--- src/rtl/axil_reg_scrub.sv ---
// rtl/axil_reg_scrub.sv - AXI4-Lite register scrubber: writes pattern+index to each register, optional readback verify
// Optional readback pass is enabled by defining AXIL_SCRUB_READBACK_EN.
module axil_reg_scrub #(
  parameter int  DATA_WIDTH = 32,
  parameter int  ADDR_WIDTH = 4,
  parameter int  NUM_REGS   = 4,
  localparam int IDX_W      = (NUM_REGS > 1) ? $clog2(NUM_REGS) : 1,
  localparam int STRB_W     = DATA_WIDTH / 8
) (
  input  logic                  aclk,
  input  logic                  areset,
  input  logic                  start,
  input  logic [DATA_WIDTH-1:0] pattern,
  output logic                  busy,
  output logic                  done,
  output logic                  err,
  output logic [IDX_W-1:0]      err_idx,
  output logic [ADDR_WIDTH-1:0] m_axil_awaddr,
  output logic [2:0]            m_axil_awprot,
  output logic                  m_axil_awvalid,
  input  logic                  m_axil_awready,
  output logic [DATA_WIDTH-1:0] m_axil_wdata,
  output logic [STRB_W-1:0]     m_axil_wstrb,
  output logic                  m_axil_wvalid,
  input  logic                  m_axil_wready,
  input  logic [1:0]            m_axil_bresp,
  input  logic                  m_axil_bvalid,
  output logic                  m_axil_bready,
  output logic [ADDR_WIDTH-1:0] m_axil_araddr,
  output logic [2:0]            m_axil_arprot,
  output logic                  m_axil_arvalid,
  input  logic                  m_axil_arready,
  input  logic [DATA_WIDTH-1:0] m_axil_rdata,
  input  logic [1:0]            m_axil_rresp,
  input  logic                  m_axil_rvalid,
  output logic                  m_axil_rready
);

  typedef enum logic [2:0] {
    IDLE, WR_ADDR_DATA, WR_RESP, RD_ADDR, RD_DATA, FINISH
  } state_t;

  state_t                state_q;
  logic [DATA_WIDTH-1:0] pattern_q, wdata_q;
  logic [IDX_W-1:0]      idx_q, err_idx_q;
  logic [ADDR_WIDTH-1:0] awaddr_q;
  logic                  awvalid_q, wvalid_q, bready_q, busy_q, done_q, err_q;

  logic [IDX_W-1:0]      idx_d;
  logic                  last_idx, aw_done, w_done, b_fail;

  function automatic logic [ADDR_WIDTH-1:0] reg_addr(input logic [IDX_W-1:0] i);
    return ADDR_WIDTH'({i, 2'b00});
  endfunction

  function automatic logic [DATA_WIDTH-1:0] reg_val(input logic [DATA_WIDTH-1:0] base,
                                                    input logic [IDX_W-1:0] i);
    return base + DATA_WIDTH'(i);
  endfunction

  assign idx_d    = idx_q + IDX_W'(1);
  assign last_idx = (idx_q == IDX_W'(NUM_REGS - 1));
  // A channel counts as done once its valid has already dropped or it handshakes now.
  assign aw_done  = !awvalid_q || m_axil_awready;
  assign w_done   = !wvalid_q || m_axil_wready;
  assign b_fail   = (m_axil_bresp != 2'b00);

`ifdef AXIL_SCRUB_READBACK_EN
  logic [ADDR_WIDTH-1:0] araddr_q;
  logic                  arvalid_q, rready_q, r_fail;

  assign r_fail = (m_axil_rresp != 2'b00) || (m_axil_rdata != reg_val(pattern_q, idx_q));
`endif

  always_ff @(posedge aclk) begin
    if (areset) begin
      state_q   <= IDLE;
      pattern_q <= '0;
      wdata_q   <= '0;
      idx_q     <= '0;
      err_idx_q <= '0;
      awaddr_q  <= '0;
      awvalid_q <= 1'b0;
      wvalid_q  <= 1'b0;
      bready_q  <= 1'b0;
      busy_q    <= 1'b0;
      done_q    <= 1'b0;
      err_q     <= 1'b0;
`ifdef AXIL_SCRUB_READBACK_EN
      araddr_q  <= '0;
      arvalid_q <= 1'b0;
      rready_q  <= 1'b0;
`endif
    end else begin
      case (state_q)
        IDLE: begin
          if (start) begin
            pattern_q <= pattern;
            idx_q     <= '0;
            err_q     <= 1'b0;
            err_idx_q <= '0;
            busy_q    <= 1'b1;
            awvalid_q <= 1'b1;
            wvalid_q  <= 1'b1;
            awaddr_q  <= reg_addr('0);
            wdata_q   <= pattern;
            state_q   <= WR_ADDR_DATA;
          end
        end
        WR_ADDR_DATA: begin
          if (m_axil_awready) awvalid_q <= 1'b0;
          if (m_axil_wready)  wvalid_q  <= 1'b0;
          if (aw_done && w_done) begin
            bready_q <= 1'b1;
            state_q  <= WR_RESP;
          end
        end
        WR_RESP: begin
          if (m_axil_bvalid) begin
            bready_q <= 1'b0;
            if (b_fail) begin
              err_q <= 1'b1;
              if (!err_q) err_idx_q <= idx_q;
            end
            if (!last_idx) begin
              idx_q     <= idx_d;
              awvalid_q <= 1'b1;
              wvalid_q  <= 1'b1;
              awaddr_q  <= reg_addr(idx_d);
              wdata_q   <= reg_val(pattern_q, idx_d);
              state_q   <= WR_ADDR_DATA;
            end else begin
`ifdef AXIL_SCRUB_READBACK_EN
              idx_q     <= '0;
              arvalid_q <= 1'b1;
              araddr_q  <= reg_addr('0);
              state_q   <= RD_ADDR;
`else
              busy_q    <= 1'b0;
              done_q    <= 1'b1;
              state_q   <= FINISH;
`endif
            end
          end
        end
`ifdef AXIL_SCRUB_READBACK_EN
        RD_ADDR: begin
          if (m_axil_arready) begin
            arvalid_q <= 1'b0;
            rready_q  <= 1'b1;
            state_q   <= RD_DATA;
          end
        end
        RD_DATA: begin
          if (m_axil_rvalid) begin
            rready_q <= 1'b0;
            if (r_fail) begin
              err_q <= 1'b1;
              if (!err_q) err_idx_q <= idx_q;
            end
            if (!last_idx) begin
              idx_q     <= idx_d;
              arvalid_q <= 1'b1;
              araddr_q  <= reg_addr(idx_d);
              state_q   <= RD_ADDR;
            end else begin
              busy_q  <= 1'b0;
              done_q  <= 1'b1;
              state_q <= FINISH;
            end
          end
        end
`endif
        FINISH: begin
          done_q  <= 1'b0;
          state_q <= IDLE;
        end
        default: state_q <= IDLE;
      endcase
    end
  end

  assign busy           = busy_q;
  assign done           = done_q;
  assign err            = err_q;
  assign err_idx        = err_idx_q;
  assign m_axil_awaddr  = awaddr_q;
  assign m_axil_awprot  = 3'b000;
  assign m_axil_awvalid = awvalid_q;
  assign m_axil_wdata   = wdata_q;
  assign m_axil_wstrb   = '1;
  assign m_axil_wvalid  = wvalid_q;
  assign m_axil_bready  = bready_q;
  assign m_axil_arprot  = 3'b000;

`ifdef AXIL_SCRUB_READBACK_EN
  assign m_axil_araddr  = araddr_q;
  assign m_axil_arvalid = arvalid_q;
  assign m_axil_rready  = rready_q;
`else
  assign m_axil_araddr  = '0;
  assign m_axil_arvalid = 1'b0;
  assign m_axil_rready  = 1'b0;

  wire unused_rd = &{1'b0, m_axil_arready, m_axil_rdata, m_axil_rresp, m_axil_rvalid};
`endif

endmodule

--- config.mk ---
export PLATFORM = sky130hd
export DESIGN_NAME = axil_reg_scrub
export DESIGN_NICKNAME = d
export VERILOG_FILES = /design/src/rtl/axil_reg_scrub.sv
export SDC_FILE = /design/constraint.sdc
export NUM_CORES = 1
export LEC_CHECK = 0
export ABC_AREA = 1
export CAP_MARGIN = 0
export CORE_ASPECT_RATIO = 1.75
export CORE_MARGIN = 5
export CORE_UTILIZATION = 25
export DETAILED_ROUTE_END_ITERATION = 6
export GPL_TIMING_DRIVEN = 0
export HOLD_SLACK_MARGIN = 0.03
export MAX_ROUTING_LAYER = met4
export SYNTH_ARGS = -nofsm -noshare
export SYNTH_HDL_FRONTEND = slang
export SYNTH_SLANG_ARGS = --single-unit
--- constraint.sdc ---
create_clock -name aclk -period 2.05 [get_ports aclk]
set_clock_uncertainty 0.1 [all_clocks]
set_input_delay 0.3075 -clock aclk [delete_from_list [all_inputs] [get_ports aclk]]
set_output_delay 0.3075 -clock aclk [all_outputs]
set_load 0.02 [all_outputs]
==> metrics.md, run 1 <==
| Metric | Value |
|---|---|
| Minimum clock period | `2020 ps` |
| Worst hold margin | `363 ps` |
| Simple-gate area share of the yosys netlist | `0.284` |
| Path type of the worst setup path | `flip-flop to flip-flop` |
| Total Nets Final | `832` |
| Status | `complete, no violations` |
| Gate count of the mapped netlist | `641` |
| Maximum operating frequency | `496 MHz` |
| Drt initial violations | `173` |
| Complex-gate fraction of the synthesized area | `0.201` |
| Mapped Area | `4190 µm²` |
| Part of the total power dissipated in combinational logic | `0.337` |
| Reg2Reg Launch Point | `m_axil_awaddr[2]` |
| Dominant combinational cell family by area after synthesis | `simple AND/OR/NAND/NOR gates` |
| Final wirelength | `14.8 mm` |
| Cell variety after synth | `35` |
| Net Sw Frac | `0.362` |
| WP buf/inv | `0` |
| Arrival time reported for the critical path endpoint | `2120 ps` |
| Register-to-register setup slack | `30 ps` |
| Number of storage elements in the synthesis netlist | `77` |
| Flop pwr share | `0.352` |
| Drt pass-1 iters | `7` |
| Post-detailed-placement half-perimeter wirelength | `11.8 mm` |
| CP max FO | `4` |
| Share of synthesized area occupied by flip-flops and latches | `0.368` |
| Post-DP Area | `5340 µm²` |
| Latest clock arrival within the worst-skew pair | `350 ps` |
| Async set or reset register ratio after synthesis | `0` |
| Clock root buffer master | `clkbuf_16` |
| Placement row count | `62` |
| TritonCTS clock tree | `yes` |
| Leading cell type in the layout, fill and taps excluded | `nand2_1` |
| Maximum count of clock buffers along a single path | `2` |
| Design area | `5800 µm²` |
| GR Util All Layers | `0.155` |
| Share of the synthesized area in the top cell type | `0.368` |
| Class of the worst hold path | `flip-flop to flip-flop` |
| Detail Route Antenna Nets | `0` |
| Final hold violation count | `0` |
| Hold-fix buffers, CTS | `0` |
| Max-slew violation count | `0` |
| Count of buffers inserted at the top-level ports | `81` |
| Worst supply voltage drop on vdd | `0.000389 V` |
| Total number of H-tree levels | `3` |
| Average vias per placed instance | `4.50` |
| Tcrit/Tclk final | `0.984` |
| Setup repair after global routing missed its margin | `yes` |
| Cell-internal power | `3.62 mW` |
| Kind of start point of the critical path | `flip-flop` |
| Number of global-route vias before repair | `4,426` |
| Share of cells above drive strength 1 | `0.115` |
| Critical-path top delay cell | `dfxtp_4` |
| Largest area contributor in the netlist | `dfxtp_1` |
| Full die area | `19,600 µm²` |
| Number of top-level pins | `136` |
| Final Wtd Congestion | `0.937` |
| Area share of xor/xnor cells in the synthesized design | `0.0125` |
| Clock Sinks | `77` |
| Final setup viols | `0` |
| Synthesized-area fraction occupied by adder cells | `0.0137` |
| Worst reg-to-reg path cell count | `11` |
| CP cell instances | `ha_4 > fa_2 > nand2_2 > nor2_4 > nand2_2 > nor2_4 > nand2_1 > nand2_1 > nand3_1 > nand2_1 > a21oi_1` |
| Drt wl/cell | `15.1 µm` |
| Avg Synthesized Cell Area | `6.54 µm²` |
| TritonCTS buffer count | `9` |
| Critical path required time | `2150 ps` |
| Endpoint of the worst hold path | `m_axil_wdata[30]` |
| Count of inserted antenna diode cells | `0` |
| Transition time at the pin with the least slew margin | `647 ps` |
| PnR worst setup slack | `32.5 ps` |
| Final Instance Count excl. Fillers | `981` |
| Net load switching power | `2.06 mW` |
| Top post-synthesis cells by area | `dfxtp_1 37%, nand2_1 13%, a21oi_1 11%` |
| Reg-to-reg critical path endpoint | `m_axil_wdata[30]` |
| Relative area change from synthesis to final layout | `38.4%` |
| Antenna violations before repair | `0` |
| Die Wd | `108 µm` |
| Number of max-capacitance violations reported | `0` |
| Portion of netlist area occupied by mux cells | `0` |
| Critical Path Most Common Cell | `nand2_1` |
| Static Leak | `2.13 nW` |
| Largest net degree at the start of global routing | `15` |
| Height of the die | `181 µm` |
| Leftover overflow at the end of global routing | `0` |
| Clock transition at the registers of the reported paths | `70 ps` |
| Most common flop cell mapped by yosys | `dfxtp_1` |
| First-pass GRT wire length | `22.7 mm` |
| Kind of cell adding the most delay to the critical path | `simple AND/OR/NAND/NOR gates` |
| Slew margin rel. | `0.569` |
| Longest individual stage delay on the worst path | `360 ps` |
| Standard cell core area | `16,400 µm²` |
| Clock network fraction of total power | `0.311` |
| Origin of the worst min-delay path | `m_axil_wdata[30]` |
| Endpoint kind of the worst setup timing path | `flip-flop` |
| Drc violations | `0` |
| Power density over the cells | `978 nW/µm²` |
| Instance count after placement with tap cells included | `962` |
| Effective utilization at floorplan | `0.255` |
| Count of synthesis-stage warnings from yosys | `0` |
| Pre-CTS WS | `-257 ps` |
| Commonest non-fill, non-tap cells in the layout | `143 x nand2_1, 89 x a21oi_1, 81 x clkdlybuf4s50_1` |
| Via count | `4,411` |
| Hold Path Depth | `2` |
| Number of synthesized flops with an enable pin | `0` |
==> through the flow <==
| stage | utilization | total power, mW | TNS (ps) |
|---|---|---|---|
| floorplan | - | 3.12 | 0 |
| global placement | 0.325 | 3.89 | -3550 |
| detailed placement | 0.325 | 3.91 | -4300 |
| CTS | 0.349 | 5.71 | -5.44 |
| global route | 0.353 | 5.99 | -518 |
| finish | 0.353 | 5.68 | 0 |
==> worst min-delay path, cell delays in order (launching register included) <==
cell,delay [ps]
dfxtp_1,310
nand2_1,60
a21oi_1,50
==> cells by family after synthesis <==
family,Yosys count
DFF,77
AOI/OAI and AO/OA,161
other,2
and+or+nand+nor,285
adders and majority gates,4
xor gates and xnor gates,6
buffers and inverters,106
==> worst max path at each step <==
stage | start | to | slack (ps) | cells after the start
finish | m_axil_awaddr[2] | m_axil_wdata[30] | 30 | 11
global route | m_axil_awaddr[3] | m_axil_wdata[30] | -90 | 11
CTS | m_axil_awaddr[2] | m_axil_wdata[24] | -4 | 11
detailed placement | m_axil_awaddr[2] | m_axil_wdata[17] | -260 | 10
global placement | m_axil_awaddr[2] | m_axil_wdata[17] | -220 | 10
floorplan | m_axil_awaddr[2] | m_axil_wdata[24] | 6 | 11
==> synthesized netlist by cell type, types with 5 or more instances <==
library cell,count
nand2_1,149
a21oi_1,89
nor2_1,79
dfxtp_1,77
o21ai_0,59
inv_1,55
nand3_1,37
buf_4,19
clkbuf_1,19
buf_2,6
xor2_1,6
nand4_1,5
nor2_2,5
==> metal layers <==
| layer | part of all wire | GRT usage |
|---|---|---|
| met5 | 0 | - |
| met4 | 0.042 | 0.0763 |
| met3 | 0.045 | 0.0218 |
| met2 | 0.54 | 0.283 |
| met1 | 0.38 | 0.158 |
==> power by group through the flow <==
stage	clock [mW]	combinational, mW	sequential (mW)
floorplan	0	0.949	2.17
global placement	0	1.88	2.01
detailed placement	0	1.89	2.02
CTS	1.80	1.91	2.00
global route	1.85	2.11	2.04
finish	1.77	1.91	2.00
==> cell type report <==
type                    instances  area, µm²
inverters                      59        223
fillers                      1802      10600
clock inverters                 7       98.8
well taps                     224        280
flip-flops and latches         77       1550
plain buffers                  47        279
repair buffers                 84        833
multi-input cells             474       2320
clock buffers                   9        225
==> flip-flops by register name (all words and copies together), names as in the netlist <==
| signal | count |
|---|---|
| m_axil_wdata | 32 |
| pattern_q | 32 |
| state_q | 3 |
| err_idx | 2 |
| m_axil_awaddr | 2 |
| busy | 1 |
| done | 1 |
| err | 1 |
| m_axil_awvalid | 1 |
| m_axil_bready | 1 |
| m_axil_wvalid | 1 |
==> repair_timing <==
| item | CTS | global route |
|---|---|---|
| setup endpoints to repair | 24 | 22 |
| buffers inserted | 0 | 3 |
| gates resized for setup | 19 | 16 |
| pin swaps | 3 | 9 |
Power figures use the tool's default switching activity.
==> run 2: changes to the inputs <==
- CORE_UTILIZATION: 25 -> 45
- PLACE_DENSITY: default -> 0.78
==> run 2 against run 1 <==
Compared with the run above:
- critical path type unchanged
- largest cell class unchanged
- final area fell by 1.6%
- non-clock buffer count did not move
- register-to-register slack got worse by 20 ps
==> metrics.md, run 2 (synthesized netlist as in run 1, its figures left out) <==
| Metric | Value |
|---|---|
| Kind of start point of the critical path | `flip-flop` |
| Longest individual stage delay on the worst path | `360 ps` |
| Register-to-register setup slack | `20 ps` |
| Power density over the cells | `1010 nW/µm²` |
| Relative area change from synthesis to final layout | `36.2%` |
| Maximum count of clock buffers along a single path | `2` |
| Tcrit/Tclk final | `0.993` |
| Path type of the worst setup path | `flip-flop to flip-flop` |
| Via count | `4,619` |
| Worst reg-to-reg path cell count | `11` |
| Critical Path Start | `m_axil_awaddr[2]` |
| Critical path required time | `2150 ps` |
| Drc violations | `0` |
| Total Nets Final | `832` |
| Slew margin rel. | `0.535` |
| Largest net degree at the start of global routing | `14` |
| Maximum operating frequency | `491 MHz` |
| Number of top-level pins | `136` |
| Worst supply voltage drop on vdd | `0.000588 V` |
| Reg-to-reg critical path endpoint | `m_axil_wdata[30]` |
| Height of the die | `138 µm` |
| Number of max-capacitance violations reported | `0` |
| Hold-fix buffers, CTS | `0` |
| Count of inserted antenna diode cells | `0` |
| Effective utilization at floorplan | `0.461` |
| Clock root buffer master | `clkbuf_16` |
| Die Wd | `83.0 µm` |
| Status | `complete, no violations` |
| Setup crit end | `m_axil_wdata[30]` |
| Count of buffers inserted at the top-level ports | `81` |
| Total number of H-tree levels | `3` |
| Endpoint kind of the worst setup timing path | `flip-flop` |
| Leading cell type in the layout, fill and taps excluded | `nand2_1` |
| Detail Route Antenna Nets | `0` |
| Critical Path Most Common Cell | `nand2_1` |
| Util after Layout | `0.628` |
| Post-detailed-placement half-perimeter wirelength | `11.6 mm` |
| GR Util All Layers | `0.262` |
| Final wirelength | `14.7 mm` |
| Final hold violation count | `0` |
| Clock Sinks | `77` |
| Critical-path top delay cell | `dfxtp_4` |
| Full die area | `11,400 µm²` |
| Share of cells above drive strength 1 | `0.116` |
| Final setup viols | `0` |
| TritonCTS clock tree | `yes` |
| Standard cell core area | `9090 µm²` |
| Commonest non-fill, non-tap cells in the layout | `144 x nand2_1, 86 x a21oi_1, 81 x clkdlybuf4s50_1` |
| CP max FO | `4` |
| Final Wtd Congestion | `0.985` |
| Antenna violations before repair | `0` |
| Latest clock arrival within the worst-skew pair | `340 ps` |
| Drt pass-1 iters | `5` |
| Clock transition at the registers of the reported paths | `60 ps` |
| Arrival time reported for the critical path endpoint | `2140 ps` |
| Setup repair after global routing missed its margin | `yes` |
| Final Instance Count excl. Fillers | `876` |
| TritonCTS buffer count | `9` |
| Instance count after placement with tap cells included | `858` |
| Class of the worst hold path | `flip-flop to flip-flop` |
| First-pass GRT wire length | `22.7 mm` |
| Transition time at the pin with the least slew margin | `698 ps` |
| PnR worst setup slack | `15.4 ps` |
| Leftover overflow at the end of global routing | `0` |
| Reg2Reg Launch Point | `m_axil_awaddr[2]` |
| Drt wl/cell | `16.8 µm` |
| CP cell instances | `ha_4 > fa_2 > nand2_2 > nor2_4 > nand2_2 > nor2_4 > nand2_1 > nand2_1 > nand3_1 > nand2_1 > a21oi_1` |
| Max-slew violation count | `0` |
| Minimum clock period | `2030 ps` |
| Pre-CTS WS | `-269 ps` |
| Average vias per placed instance | `5.27` |
| Placement row count | `46` |
| Number of global-route vias before repair | `4,480` |
| Static Leak | `2.17 nW` |
| Drt initial violations | `271` |
-- run 2: how the worst min path moves through the flow --
stage | start | slack [ps] | endpoint | cells after the start
floorplan | pattern_q[0] | 330 | pattern_q[0] | 2
global placement | pattern_q[0] | 340 | pattern_q[0] | 2
detailed placement | pattern_q[0] | 350 | pattern_q[0] | 2
CTS | pattern_q[0] | 360 | pattern_q[0] | 2
global route | m_axil_wdata[27] | 390 | m_axil_wdata[27] | 2
finish | m_axil_wdata[25] | 360 | m_axil_wdata[25] | 2
-- run 2: where the power goes --
| group | leakage (nW) | internal (mW) | switching (mW) |
|---|---|---|---|
| Sequential | 0.638 | 1.78 | 0.219 |
| Clock | 0.165 | 1.18 | 0.646 |
| Combinational | 1.37 | 0.770 | 1.16 |
-- run 2: critical path, delay by kind of cell (launching register included) --
family	cells	cell delay, ps
flip-flops	1	360
AO/OA/AOI/OAI	1	50
adder cells (fa/ha/maj)	2	510
AND/OR/NAND/NOR	8	860
-- run 2: per-stage QoR --
stage	area, µm²	total power [mW]	hold slack [ps]	TNS [ps]
global placement	5210	3.85	339	-3000
finish	5710	5.76	364	0
global route	5710	6.04	386	-724
CTS	5630	5.75	363	-6.38
detailed placement	5210	3.90	350	-3980
floorplan	4250	3.12	327	0
-- run 2: routing by layer --
| metal | global-route usage | share of wire | vias to the layer above |
|---|---|---|---|
| li1 | - | - | 2281 |
| met1 | 0.276 | 0.39 | 2121 |
| met2 | 0.471 | 0.52 | 182 |
| met3 | 0.0413 | 0.053 | 35 |
| met4 | 0.138 | 0.045 | 0 |
| met5 | - | 0 | - |
-- run 2: final cells by class --
cell class	instances	area, µm²
clock buffers	9	225
multi-input cells	474	2340
clock inverters	6	113
flip-flops and latches	77	1550
fillers	841	3380
repair buffers	84	833
well taps	120	150
inverters	59	225
plain buffers	47	279
-- run 2: repair_timing --
item,CTS,global route
endpoints found under the setup margin,25,25
resized for setup,18,24
buffers inserted,1,2
pin swaps,2,10
gates cloned,0,0
==> RTL edit, RTL diff (config.mk and constraints of run 1) <==
Reset style: asynchronous (`areset`), changed in one clocked block.
--- a/src/rtl/axil_reg_scrub.sv
+++ b/src/rtl/axil_reg_scrub.sv
@@ -74,3 +74,3 @@
 
-  always_ff @(posedge aclk) begin
+  always_ff @(posedge aclk or posedge areset) begin
     if (areset) begin
Formal check against the unedited RTL: differs if areset is asserted again (counterexample within 4 cycles, from zero or initial values and one cycle with areset high); with areset held inactive, the same outputs for 4 cycles.
==> RTL edit against run 1 <==
The run now ends with negative setup slack left. Count of clock-buffer cells in the layout is 1 higher. Fmax down 2.8%. Synthesized cell count down 2.3%. Routed wire length shrank 3.5%. Design area up 5.8%. Worst setup slack lost 0.058 ns. Sequential share of layout area grew 4.7 points. Area after synthesis up 5.0%. Largest cell class unchanged. Utilization hardly changed. Sequential cell count unchanged. Non-clock buffer count is 1 lower.
Power is not compared: it rests on default switching activity, and its combinational part moved more than twofold at a synthesized area within 25%.
==> RTL edit: results (changes against run 1) <==
| Group | Item | This run | vs run 1 |
|:---|:---|:---|:---|
| status | Run status | finished with violations |  |
| status | Failing checks | negative setup slack |  |
| global route | Global-route wire length before repair | 22.5 mm | -1.2% |
| cells and area | Count of filler cells inserted in the layout | 1,883 | +4.5% |
| place | Buffers on Ports | 81 | unchanged |
| worst setup path | CP Capture Point | m_axil_wdata[14] |  |
| cells and area | Final nets | 825 | -0.84% |
| worst setup path | Critical path arrival | 2.21 ns | +0.09 ns |
| synthesis | Async S/R FF share, synth | 100% | +100 points |
| global route | Largest net degree at the start of global routing | 41 | +26 |
| routing | Router iterations before antenna repair | 4 | -3 |
| global route | M3 GR Usage | 1.87% | -0.30 points |
| global route | Total global routing track utilization | 15.0% | -0.43 points |
| routing | Detailed-route wire length per cell | 14.6 um | -3.5% |
| sta | Total of endpoints with negative setup slack in the final report | 9 | +9 |
| synthesis | Top FF cell, synth | sky130_fd_sc_hd__dfrtp_1 |  |
| worst setup path | Maximum fanout encountered on the critical timing path | 5 | +1 |
| cells and area | Layout cell share with drive strength beyond 1 | 12.8% | +1.3 points |
| place | Weighted congestion reported at the end of routability-driven placement | 0.938 | +0.11% |
| synthesis | Largest cells by area after synthesis | sky130_fd_sc_hd__dfrtp_1 (44%), sky130_fd_sc_hd__nand2_1 (20%), sky130_fd_sc_hd__inv_1 (5.5%), sky130_fd_sc_hd__o21ai_0 (4.9%), sky130_fd_sc_hd__nor2_1 (4.8%) |  |
| routing | Iteration-0 DRC count of the detailed router | 149 | -14% |
| global route | Met1 Usage GRT | 15.2% | -0.55 points |
| synthesis | Sequential fraction of the synthesis area | 43.8% | +7.0 points |
| min path | Worst min-delay path class | input port to async pin |  |
| worst setup path | Origin of the critical flop-to-flop path | m_axil_awaddr[2] |  |
| place | Post-place instance area | 5620 um^2 | +5.2% |
| worst setup path | Minimum setup slack among reg-to-reg paths | -0.03 ns | -0.06 ns |
| routing | Via count of the routed design | 4,214 | -4.5% |
| sta | Setup WS post-layout | -0.0256 ns | -0.0581 ns |
| global route | Vias in the first global route | 4,270 | -3.5% |
| place | Placed wire-length estimate | 11.5 mm | -2.5% |
| worst setup path | Largest stage delay on the critical path | 0.44 ns | +0.08 ns |
| worst setup path | Cell count of the worst reg-to-reg path | 10 | -1 |
| worst setup path | Worst-path cell with the longest stage delay | sky130_fd_sc_hd__dfrtp_2 |  |
| global route | Met2 demand-to-capacity share in global routing | 28.7% | +0.38 points |
| place | Pre-CTS setup slack | -0.382 ns | -0.125 ns |
| synthesis | Count of unique library cells instantiated by Yosys | 33 | -5.7% |
| sta | Slew @ Worst Pin | 0.642 ns | -0.00469 ns |
| synthesis | Most frequent cells after synthesis | sky130_fd_sc_hd__nand2_1 (238), sky130_fd_sc_hd__dfrtp_1 (77), sky130_fd_sc_hd__inv_1 (64), sky130_fd_sc_hd__nor2_1 (56), sky130_fd_sc_hd__o21ai_0 (43) |  |
RTL edit: changes by cell type after synthesis, sizes merged, moves of 4 or more:
cell / change
a21oi: -59
clkbuf: -12
dfrtp: +77
dfxtp: -77
inv: +8
nand2: +86
nand4: -5
nor2: -27
o21ai: -13
xnor2: +5
xor2: -4
RTL edit: per-stage QoR:
| stage | hold slack [ns] | utilization (%) | instances | TNS, ns |
|---|---|---|---|---|
| 2_1_floorplan | 0.317 | - | 642 | 0 |
| 3_3_place_gp | 0.364 | 32.1 | 954 | -23.77 |
| 3_5_place_dp | 0.371 | 32.3 | 956 | -5.36 |
| 4_1_cts | 0.122 | 34.8 | 978 | -0.141 |
| 5_1_grt | 0.144 | 35.3 | 981 | -1.89 |
| 6_report | 0.119 | 35.3 | 981 | -0.141 |
RTL edit: routing by layer:
metal | wire, um | up-vias
met3 | 410 | 18
met2 | 8180 | 74
met5 | 0 | -
met1 | 5390 | 1971
li1 | - | 2151
met4 | 338 | 0
RTL edit: cell families (layout without fill, tap and decap cells):
kind of cell	Yosys count	after routing	share of synthesized area [%]
compound gates	87	87	10.4
fa+ha+maj	4	4	1.31
xor+xnor	7	7	1.39
flops	77	77	43.8
simple gates	344	344	31.4
buf+inv	105	213	11.5
other cells	2	18	0.171
RTL edit: timing repair:
action,in CTS,in global routing
setup buffers,6,3
resized for setup,22,23
endpoints found under the setup margin,25,25
hold endpoints to repair,0,0
cloned,0,0
pin swaps,6,16
RTL edit: area by class of cell:
cell class | instances | share of cell area [%]
plain buffers | 38 | 4.10
clock buffers | 10 | 3.89
clock inverters | 6 | 1.02
inverters | 67 | 4.28
multi-input cells | 460 | 35.5
flip-flops and latches | 77 | 31.4
well taps | 231 | 4.71
repair buffers | 92 | 15.1
